[src/rtl/mem_port_arbiter.sv]
// Shares the CVP14 16-bit memory port between instruction fetch and the vector burst engine.
// Build option: define MEM_ARB_ROUND_ROBIN_EN for round-robin ties (default: fetch wins ties).
module mem_port_arbiter (
    input  logic        Clk1,
    input  logic        Reset,
    input  logic        f_req,
    input  logic [15:0] f_addr,
    output logic        f_done,
    output logic [15:0] f_rdata,
    input  logic        v_req,
    input  logic        v_we,
    input  logic [15:0] v_addr,
    input  logic [3:0]  v_len,
    input  logic [15:0] v_wdata,
    output logic [3:0]  v_idx,
    output logic        v_wbeat,
    output logic        v_rvalid,
    output logic [3:0]  v_ridx,
    output logic [15:0] v_rdata,
    output logic        v_done,
    output logic [15:0] Addr,
    output logic        RD,
    output logic        WR,
    output logic [15:0] dataOut,
    input  logic [15:0] DataIn
);

    localparam int unsigned AW = 16;
    localparam int unsigned IW = 4;

    typedef enum logic [2:0] {
        IDLE   = 3'd0,
        F_RD   = 3'd1,
        F_DATA = 3'd2,
        V_WR   = 3'd3,
        V_RD   = 3'd4,
        V_TAIL = 3'd5
    } state_t;

    state_t        state_q, state_d;
    logic [IW-1:0] idx_q, idx_d;
    logic [IW-1:0] len_q, len_d;
    logic [AW-1:0] base_q, base_d;

    logic [AW-1:0] addr_q, addr_d;
    logic          rd_q, rd_d;
    logic          wr_q, wr_d;
    logic          f_done_q, f_done_d;
    logic          wbeat_q, wbeat_d;
    logic          rvalid_q, rvalid_d;
    logic [IW-1:0] ridx_q, ridx_d;
    logic [IW-1:0] vidx_q, vidx_d;
    logic          v_done_q, v_done_d;

    logic grant_f;
    logic grant_v;

`ifdef MEM_ARB_ROUND_ROBIN_EN
    logic vec_last_q, vec_last_d;

    // On a tie the requester that did not win the previous grant goes next.
    assign grant_f = f_req && (!v_req || vec_last_q);
`else
    assign grant_f = f_req;
`endif
    assign grant_v = v_req && !grant_f;

    // Next-state and captured-register logic.
    always_comb begin
        state_d = state_q;
        idx_d   = idx_q;
        len_d   = len_q;
        base_d  = base_q;
`ifdef MEM_ARB_ROUND_ROBIN_EN
        vec_last_d = vec_last_q;
`endif
        unique case (state_q)
            IDLE: begin
                idx_d = '0;
                if (grant_f) begin
                    state_d = F_RD;
                    base_d  = f_addr;
                    len_d   = '0;
`ifdef MEM_ARB_ROUND_ROBIN_EN
                    vec_last_d = 1'b0;
`endif
                end else if (grant_v) begin
                    state_d = v_we ? V_WR : V_RD;
                    base_d  = v_addr;
                    len_d   = v_len;
`ifdef MEM_ARB_ROUND_ROBIN_EN
                    vec_last_d = 1'b1;
`endif
                end
            end
            F_RD:   state_d = F_DATA;
            F_DATA: state_d = IDLE;
            V_WR: begin
                if (idx_q == len_q) begin
                    state_d = IDLE;
                    idx_d   = '0;
                end else begin
                    idx_d = idx_q + IW'(1);
                end
            end
            V_RD: begin
                if (idx_q == len_q) begin
                    state_d = V_TAIL;
                end else begin
                    idx_d = idx_q + IW'(1);
                end
            end
            V_TAIL: begin
                state_d = IDLE;
                idx_d   = '0;
            end
            default: state_d = IDLE;
        endcase
    end

    // Port controls are registered: decoded from the state being entered.
    always_comb begin
        addr_d   = addr_q;
        rd_d     = 1'b0;
        wr_d     = 1'b0;
        f_done_d = 1'b0;
        wbeat_d  = 1'b0;
        rvalid_d = 1'b0;
        ridx_d   = '0;
        vidx_d   = idx_d;
        v_done_d = 1'b0;
        unique case (state_d)
            F_RD: begin
                rd_d   = 1'b1;
                addr_d = base_d;
            end
            F_DATA: f_done_d = 1'b1;
            V_WR: begin
                wr_d     = 1'b1;
                wbeat_d  = 1'b1;
                addr_d   = base_d + AW'(idx_d);
                v_done_d = (idx_d == len_d);
            end
            V_RD: begin
                rd_d   = 1'b1;
                addr_d = base_d + AW'(idx_d);
                if (idx_d != '0) begin
                    rvalid_d = 1'b1;
                    ridx_d   = idx_d - IW'(1);
                end
            end
            V_TAIL: begin
                rvalid_d = 1'b1;
                ridx_d   = len_d;
                v_done_d = 1'b1;
            end
            default: ;
        endcase
    end

    // State, captured registers and registered outputs; Reset abandons any burst.
    always_ff @(posedge Clk1) begin
        if (Reset) begin
            state_q  <= IDLE;
            idx_q    <= '0;
            len_q    <= '0;
            base_q   <= '0;
            addr_q   <= '0;
            rd_q     <= 1'b0;
            wr_q     <= 1'b0;
            f_done_q <= 1'b0;
            wbeat_q  <= 1'b0;
            rvalid_q <= 1'b0;
            ridx_q   <= '0;
            vidx_q   <= '0;
            v_done_q <= 1'b0;
        end else begin
            state_q  <= state_d;
            idx_q    <= idx_d;
            len_q    <= len_d;
            base_q   <= base_d;
            addr_q   <= addr_d;
            rd_q     <= rd_d;
            wr_q     <= wr_d;
            f_done_q <= f_done_d;
            wbeat_q  <= wbeat_d;
            rvalid_q <= rvalid_d;
            ridx_q   <= ridx_d;
            vidx_q   <= vidx_d;
            v_done_q <= v_done_d;
        end
    end

`ifdef MEM_ARB_ROUND_ROBIN_EN
    // Reset value means "vector won last", so the first tie goes to fetch.
    always_ff @(posedge Clk1) begin
        if (Reset) begin
            vec_last_q <= 1'b1;
        end else begin
            vec_last_q <= vec_last_d;
        end
    end
`endif

    assign Addr     = addr_q;
    assign RD       = rd_q;
    assign WR       = wr_q;
    assign f_done   = f_done_q;
    assign v_wbeat  = wbeat_q;
    assign v_rvalid = rvalid_q;
    assign v_ridx   = ridx_q;
    assign v_idx    = vidx_q;
    assign v_done   = v_done_q;

    // Data paths pass through, gated to zero outside their valid cycles.
    assign dataOut = wr_q     ? v_wdata : '0;
    assign f_rdata = f_done_q ? DataIn  : '0;
    assign v_rdata = rvalid_q ? DataIn  : '0;

endmodule

[config.mk]
export PLATFORM = sky130hd
export DESIGN_NAME = mem_port_arbiter
export DESIGN_NICKNAME = d
export VERILOG_FILES = /design/src/rtl/mem_port_arbiter.sv
export SDC_FILE = /design/constraint.sdc
export NUM_CORES = 1
export LEC_CHECK = 0
export ABC_AREA = 1
export BUFFER_PORTS_ARGS = -buffer_cell sky130_fd_sc_hd__clkbuf_2
export CELL_PAD_IN_SITES_DETAIL_PLACEMENT = 1
export CELL_PAD_IN_SITES_GLOBAL_PLACEMENT = 1
export CORE_MARGIN = 5
export CORE_UTILIZATION = 35
export DETAILED_ROUTE_END_ITERATION = 6
export GPL_TIMING_DRIVEN = 0
export PLACE_DENSITY = 0.89
export SYNTH_ARGS = -nofsm -noshare
export SYNTH_HDL_FRONTEND = slang
export SYNTH_SLANG_ARGS = --single-unit
[constraint.sdc]
create_clock -name Clk1 -period 7.1 [get_ports Clk1]
set_input_delay 1.065 -clock Clk1 [delete_from_list [all_inputs] [get_ports Clk1]]
set_output_delay 1.065 -clock Clk1 [all_outputs]
set_load 0.01 [all_outputs]
# Word-level counts from Yosys, hierarchy flattened

Cells that the tools add are included.

Output and inout port bits: 78
Flip-flop bits (word level): 52
Logic and storage cells: 60

Equality and inequality tests: 11
Reductions and logical operators: 8
Multiplexer cells: 27
Add/sub/neg operators: 3

Operator list:

| kind                                                 | count |
|---|---|
| two-way mux 16 bit                                   | 6 |
| one-hot mux 16 bit (2 select lines)                  | 1 |
| two-way mux 4 bit                                    | 6 |
| adder 16 x 4 -> 16 bit                               | 1 |
| two-way mux 3 bit                                    | 5 |
| equality test 3 bit (second input constant)          | 4 |
| one-hot mux 3 bit (4 select lines)                   | 1 |
| one-hot mux 4 bit (3 select lines)                   | 1 |
| equality test 3 x 2 -> 1 bit (second input constant) | 3 |
| equality test 4 bit                                  | 2 |
| one-hot mux 4 bit (2 select lines)                   | 1 |
| equality test 3 x 1 -> 1 bit (second input constant) | 2 |
| OR reduction 2 bit                                   | 3 |
| adder 4 x 1 -> 4 bit (second input constant)         | 1 |
| two-way mux 1 bit                                    | 4 |
| one-hot mux 1 bit (2 select lines)                   | 2 |
| nonzero test 4 bit                                   | 1 |
| subtractor 4 x 1 -> 4 bit (second input constant)    | 1 |
| logical NOT 3 bit                                    | 1 |
| nonzero test 2 bit                                   | 1 |
| logical AND 1 bit                                    | 1 |
| logical NOT 1 bit                                    | 1 |

# Longest topological paths before layout

Depth in word-level cells: 8
Mapped depth: 23
Gate-level depth less buffers: 23

# Least setup slack after synthesis

Ideal clock, no wire load.

Path kind: input to register
Start: input f_req
End: register addr_q[9] (netlist: Addr[9])
Stages on the path: 17
Data arrival time: 3.108 ns
Required time: 6.981 ns
Path slack: 3.873 ns
Buffers on the path: 1
Cell sequence: buf_6 > o21ai_2 > clkinv_2 > o21ai_0 > ha_1 > nand2_1 > inv_1 > o21ai_1 > nand2_1 > nand2_1 > nand2_2 > nand2_4 > inv_2 > nand2_1 > nand2_1 > nand2_1 > a21oi_1

Elaborated cells on any way between the ends: 15
Those cells by class: 1 x add/sub; 3 x eq/ne; 7 x mux; 4 x reduce/logical

RTL lines:

| element                               | RTL line | text |
|---|---|---|
| start: declaration                    | 6        | `input logic f_req,` |
| logical NOT 1 bit                     | 66       | `assign grant_v = v_req && !grant_f;` |
| logical AND 1 bit                     | 66       |  |
| two-way mux 16 bit                    | 87       | `end else if (grant_v) begin` |
| two-way mux 16 bit *                  | 80       | `if (grant_f) begin` |
| two-way mux 16 bit *                  | 77       | `unique case (state_q)` |
| via base_d[1]                         | 43       | `logic [AW-1:0] base_q, base_d;` |
| adder 16 x 4 -> 16 bit *              | 141, 146 |  |
| one-hot mux 16 bit (2 select lines) * | 132      | `unique case (state_d)` |
| end signal: assignment                | 182      | `addr_q <= addr_d;` |
| end: declaration                      | 45       | `logic [AW-1:0] addr_q, addr_d;` |

The timed path passes the listed nets; every way through them passes the cells marked *.
A chain may end at the register's enable or synchronous reset.

# Worst setup path in the final report

Start: input v_req
End: register addr_q[7] (netlist: Addr[7])

Elaborated cells on any way between the ends: 14
Those cells by class: 1 x add/sub; 3 x eq/ne; 7 x mux; 3 x reduce/logical

RTL lines:

| element                             | RTL line | text |
|---|---|---|
| start: declaration                  | 10       | `input logic v_req,` |
| logical AND 1 bit                   | 66       |  |
| two-way mux 16 bit                  | 87       |  |
| two-way mux 16 bit                  | 80       |  |
| two-way mux 16 bit                  | 77       |  |
| via base_d[1]                       | 43       |  |
| adder 16 x 4 -> 16 bit              | 141, 146 |  |
| one-hot mux 16 bit (2 select lines) | 132      |  |

The timed path passes the listed nets, and every way through them passes these cells.

==> summary.txt <==
Outcome
  • Outcome: completed

Power and ir drop
  • Sequential power share: 35.4%
  • Cell-internal power: 584 µW
  • Combinational share of power: 47.7%
  • Clock Power Share: 16.9%
  • Pleak: 0.00273 µW
  • Max VDD drop: 0.119 mV
  • Sw Pwr: 461 µW
  • Net Sw Frac: 44.1%
  • PD cells: 234 mW/mm²

Yosys
  • Synth area leaders: dfxtp_1 30%, nand2_1 14%, inv_1 12%
  • Post-synth top flop: dfxtp_1
  • Avg Inst Size Synth: 6.45 µm²
  • Share of the synthesized area in the top cell type: 30.1%
  • Cell count after synthesis: 535
  • Cell taking the most area after synthesis: dfxtp_1
  • FF+latch count, synth: 52
  • Mapped cell area: 0.00345 mm²
  • Ys async rst share: 0%
  • Most numerous cell in the Yosys netlist: nand2_1
  • Top post-synthesis cells by count: 129 x nand2_1, 111 x inv_1, 52 x dfxtp_1, 52 x nor2_1, 22 x o21ai_0
  • Synthesized Nets: 614
  • EDFF count, synth: 0
  • Synth unique cells: 51
  • Synth warn: 0
  • Post-synthesis sequential area ratio: 30.1%

Global routing
  • GR Overflow Total: 0
  • Initial antenna violation count: 0
  • Largest net degree at the start of global routing: 18
  • Vias in the first global route: 4153
  • Total track usage: 19.9%
  • First-pass GRT wire length: 19.0 mm

Placed design
  • Placed insts: 817
  • Placer Congestion: 0.876
  • Post-DP HPWL: 10.3 mm
  • Port buffer count: 149

Setup path
  • Critical Path End Type: register
  • CP Cell Sequence: clkbuf_2 > o21ai_2 > clkinv_2 > o21ai_0 > ha_1 > nand2_1 > inv_1 > o21ai_1 > nand2_1 > nand2_1 > nand2_2 > nand2_4 > nor2_4 > nand2_1 > nand2_1 > a21oi_1
  • Critical Path Fanout Max: 10
  • Max incr delay on CP: 0.58 ns
  • Crit path top cell by count: nand2_1
  • CP max stage cell: o21ai_0
  • Startpoint types: input port
  • Critical path class: in -> reg
  • Data arrival time of the critical path: 3.82 ns
  • WP data required: 7.34 ns

STA
  • Fin crit share: 50.3%
  • Tmin final: 3.57 ns
  • Clk_skew: 0.0107 ns
  • Final hold violation count: 0
  • Total negative setup slack: 0 ns
  • Final Slew Violations: 0
  • Slew HR: 57.4%
  • Max frequency: 280 MHz
  • Finish-stage setup viols: 0
  • RSZ-0062 raised after global routing: false
  • Least-Margin Pin Slew: 0.632 ns

Floorplanning
  • CORE AREA: 0.00968 mm²
  • Rows: 36
  • Starting Density: 35.7%
  • Die H: 109 µm
  • I/O Pins: 151
  • Die area: 0.0120 mm²
  • Die width: 109 µm

Finish
  • Share of layout cells above drive strength 1: 31.4%
  • Nets: 770
  • # fillers: 1378
  • Finished Layout Cells: 825
  • # diodes: 0
  • Area Overhead vs Synth: 29.1%

CTS
  • Post-CTS Resized: 0
  • CTS sink cnt: 52
  • CTS tree: done
  • Hold_buf cts: 0
  • Clock Pin Slew Worst Setup and Hold Paths: 0.09 ns
  • Worst skew pair latency: 0.32 ns
  • CTS Buf Count: 5
  • H-tree levels: 2
  • Clock root cell: clkbuf_8
  • CTS max path bufs: 2
  • Post-CTS Setup Bufs: 0

Drt
  • # DRC: 0
  • DRT Pass-1 Iters: 4
  • Routed length per placed instance: 14.6 µm
  • Post-Route WL: 12.0 mm
  • Total number of vias: 3911
  • First-iteration detailed-routing DRC count: 91
  • Vias per cell: 4.74
  • ANT nets after route: 0

Worst hold path
  • Hold Crit Class: reg -> reg

Flow run
  • Max-Cap Viols: 0
worst max-delay path, delay by kind of cell:
kind / cells / cell delay (ns)
adder cells (fa/ha/maj): 1 / 0.35
AND/OR/NAND/NOR: 8 / 0.65
buffers and inverters: 3 / 0.48
AO/OA/AOI/OAI: 4 / 1.24
metrics by stage:
| step | worst slack, ns | area [µm²] | hold slack (ns) | total power [µW] | utilization [%] |
|---|---|---|---|---|---|
| floorplan | 3.87 | 3450 | 0.472 | 705 | - |
| global placement | 3.35 | 4370 | 0.466 | 855 | 45.1 |
| detailed placement | 3.20 | 4370 | 0.464 | 878 | 45.1 |
| CTS | 3.52 | 4460 | 0.487 | 1050 | 46.0 |
| global route | 3.28 | 4460 | 0.493 | 1120 | 46.0 |
| finish | 3.53 | 4460 | 0.479 | 1040 | 46.0 |
power by group through the flow:
stage | combinational (µW) | sequential [µW] | clock (µW)
global placement | 482 | 373 | 0
finish | 498 | 370 | 177
CTS | 504 | 370 | 181
floorplan | 319 | 386 | 0
global route | 553 | 376 | 190
detailed placement | 501 | 377 | 0
kinds of logic (layout without fill, tap and decap cells):
family	after synthesis	count (layout)	share of synthesized area, %
flip-flops	52	52	30.1
AO/OA/AOI/OAI	86	86	16.0
adder cells (fa/ha/maj)	6	6	2.39
AND/OR/NAND/NOR	242	242	33.3
XOR/XNOR	7	7	1.78
buffers and inverters	142	299	16.4
placed cells by master, fill, tap and decap left out, types with 5 or more instances in the layout:
cell type / instances
clkbuf_2: 149
nand2_1: 129
inv_1: 111
dfxtp_1: 52
nor2_1: 52
o21ai_0: 22
a21oi_1: 20
nand3_1: 14
nand2_2: 10
clkbuf_1: 10
inv_2: 9
nor3_1: 8
o21ai_1: 7
nand2_4: 6
o22ai_1: 6
o21a_1: 6
nor2_4: 5
buf_2: 5
nand4_1: 5
ha_1: 5
clkbuf_8: 5
state kept, by name, summed over array words and instances, names as in the netlist:
signal / count
v_done: 1
Addr: 16
RD: 1
v_rvalid: 1
base_q: 16
f_done: 1
state_q: 3
v_wbeat: 1
len_q: 4
v_idx: 4
v_ridx: 4
final timing paths:
path | cells past startpoint | endpoint | slack (ns) | startpoint
hold reg to reg | 2 | Addr[6]$_SDFFE_PP0P_ | 0.48 | Addr[6]$_SDFFE_PP0P_
setup reg to reg | 18 | Addr[7]$_SDFFE_PP0P_ | 3.99 | state_q[1]$_SDFF_PP0_
hold / removal | 2 | Addr[6]$_SDFFE_PP0P_ | 0.48 | Addr[6]$_SDFFE_PP0P_
setup / recovery | 16 | Addr[7]$_SDFFE_PP0P_ | 3.53 | v_req
final cells by class:
class	instances	area (µm²)	area share [%]
Tap cell	133	166	3.73
Multi-Input combinational cell	341	1850	41.4
Clock buffer	5	68.8	1.54
Inverter	124	477	10.7
Buffer	18	88.8	1.99
Clock inverter	3	23.8	0.533
Sequential cell	52	1040	23.4
Timing Repair Buffer	149	746	16.7
per-layer routing:
metal | part of all wire, % | routed length [µm] | up-vias | track usage [%]
met3 | 6.5 | 787 | 19 | 3.82
met1 | 38 | 4610 | 1825 | 20.5
met4 | 1.8 | 213 | 0 | 5.52
met2 | 53 | 6430 | 112 | 40.1
met5 | 0 | 0 | - | 0
li1 | - | - | 1955 | -
No activity file was read; power rests on OpenSTA's default activity.
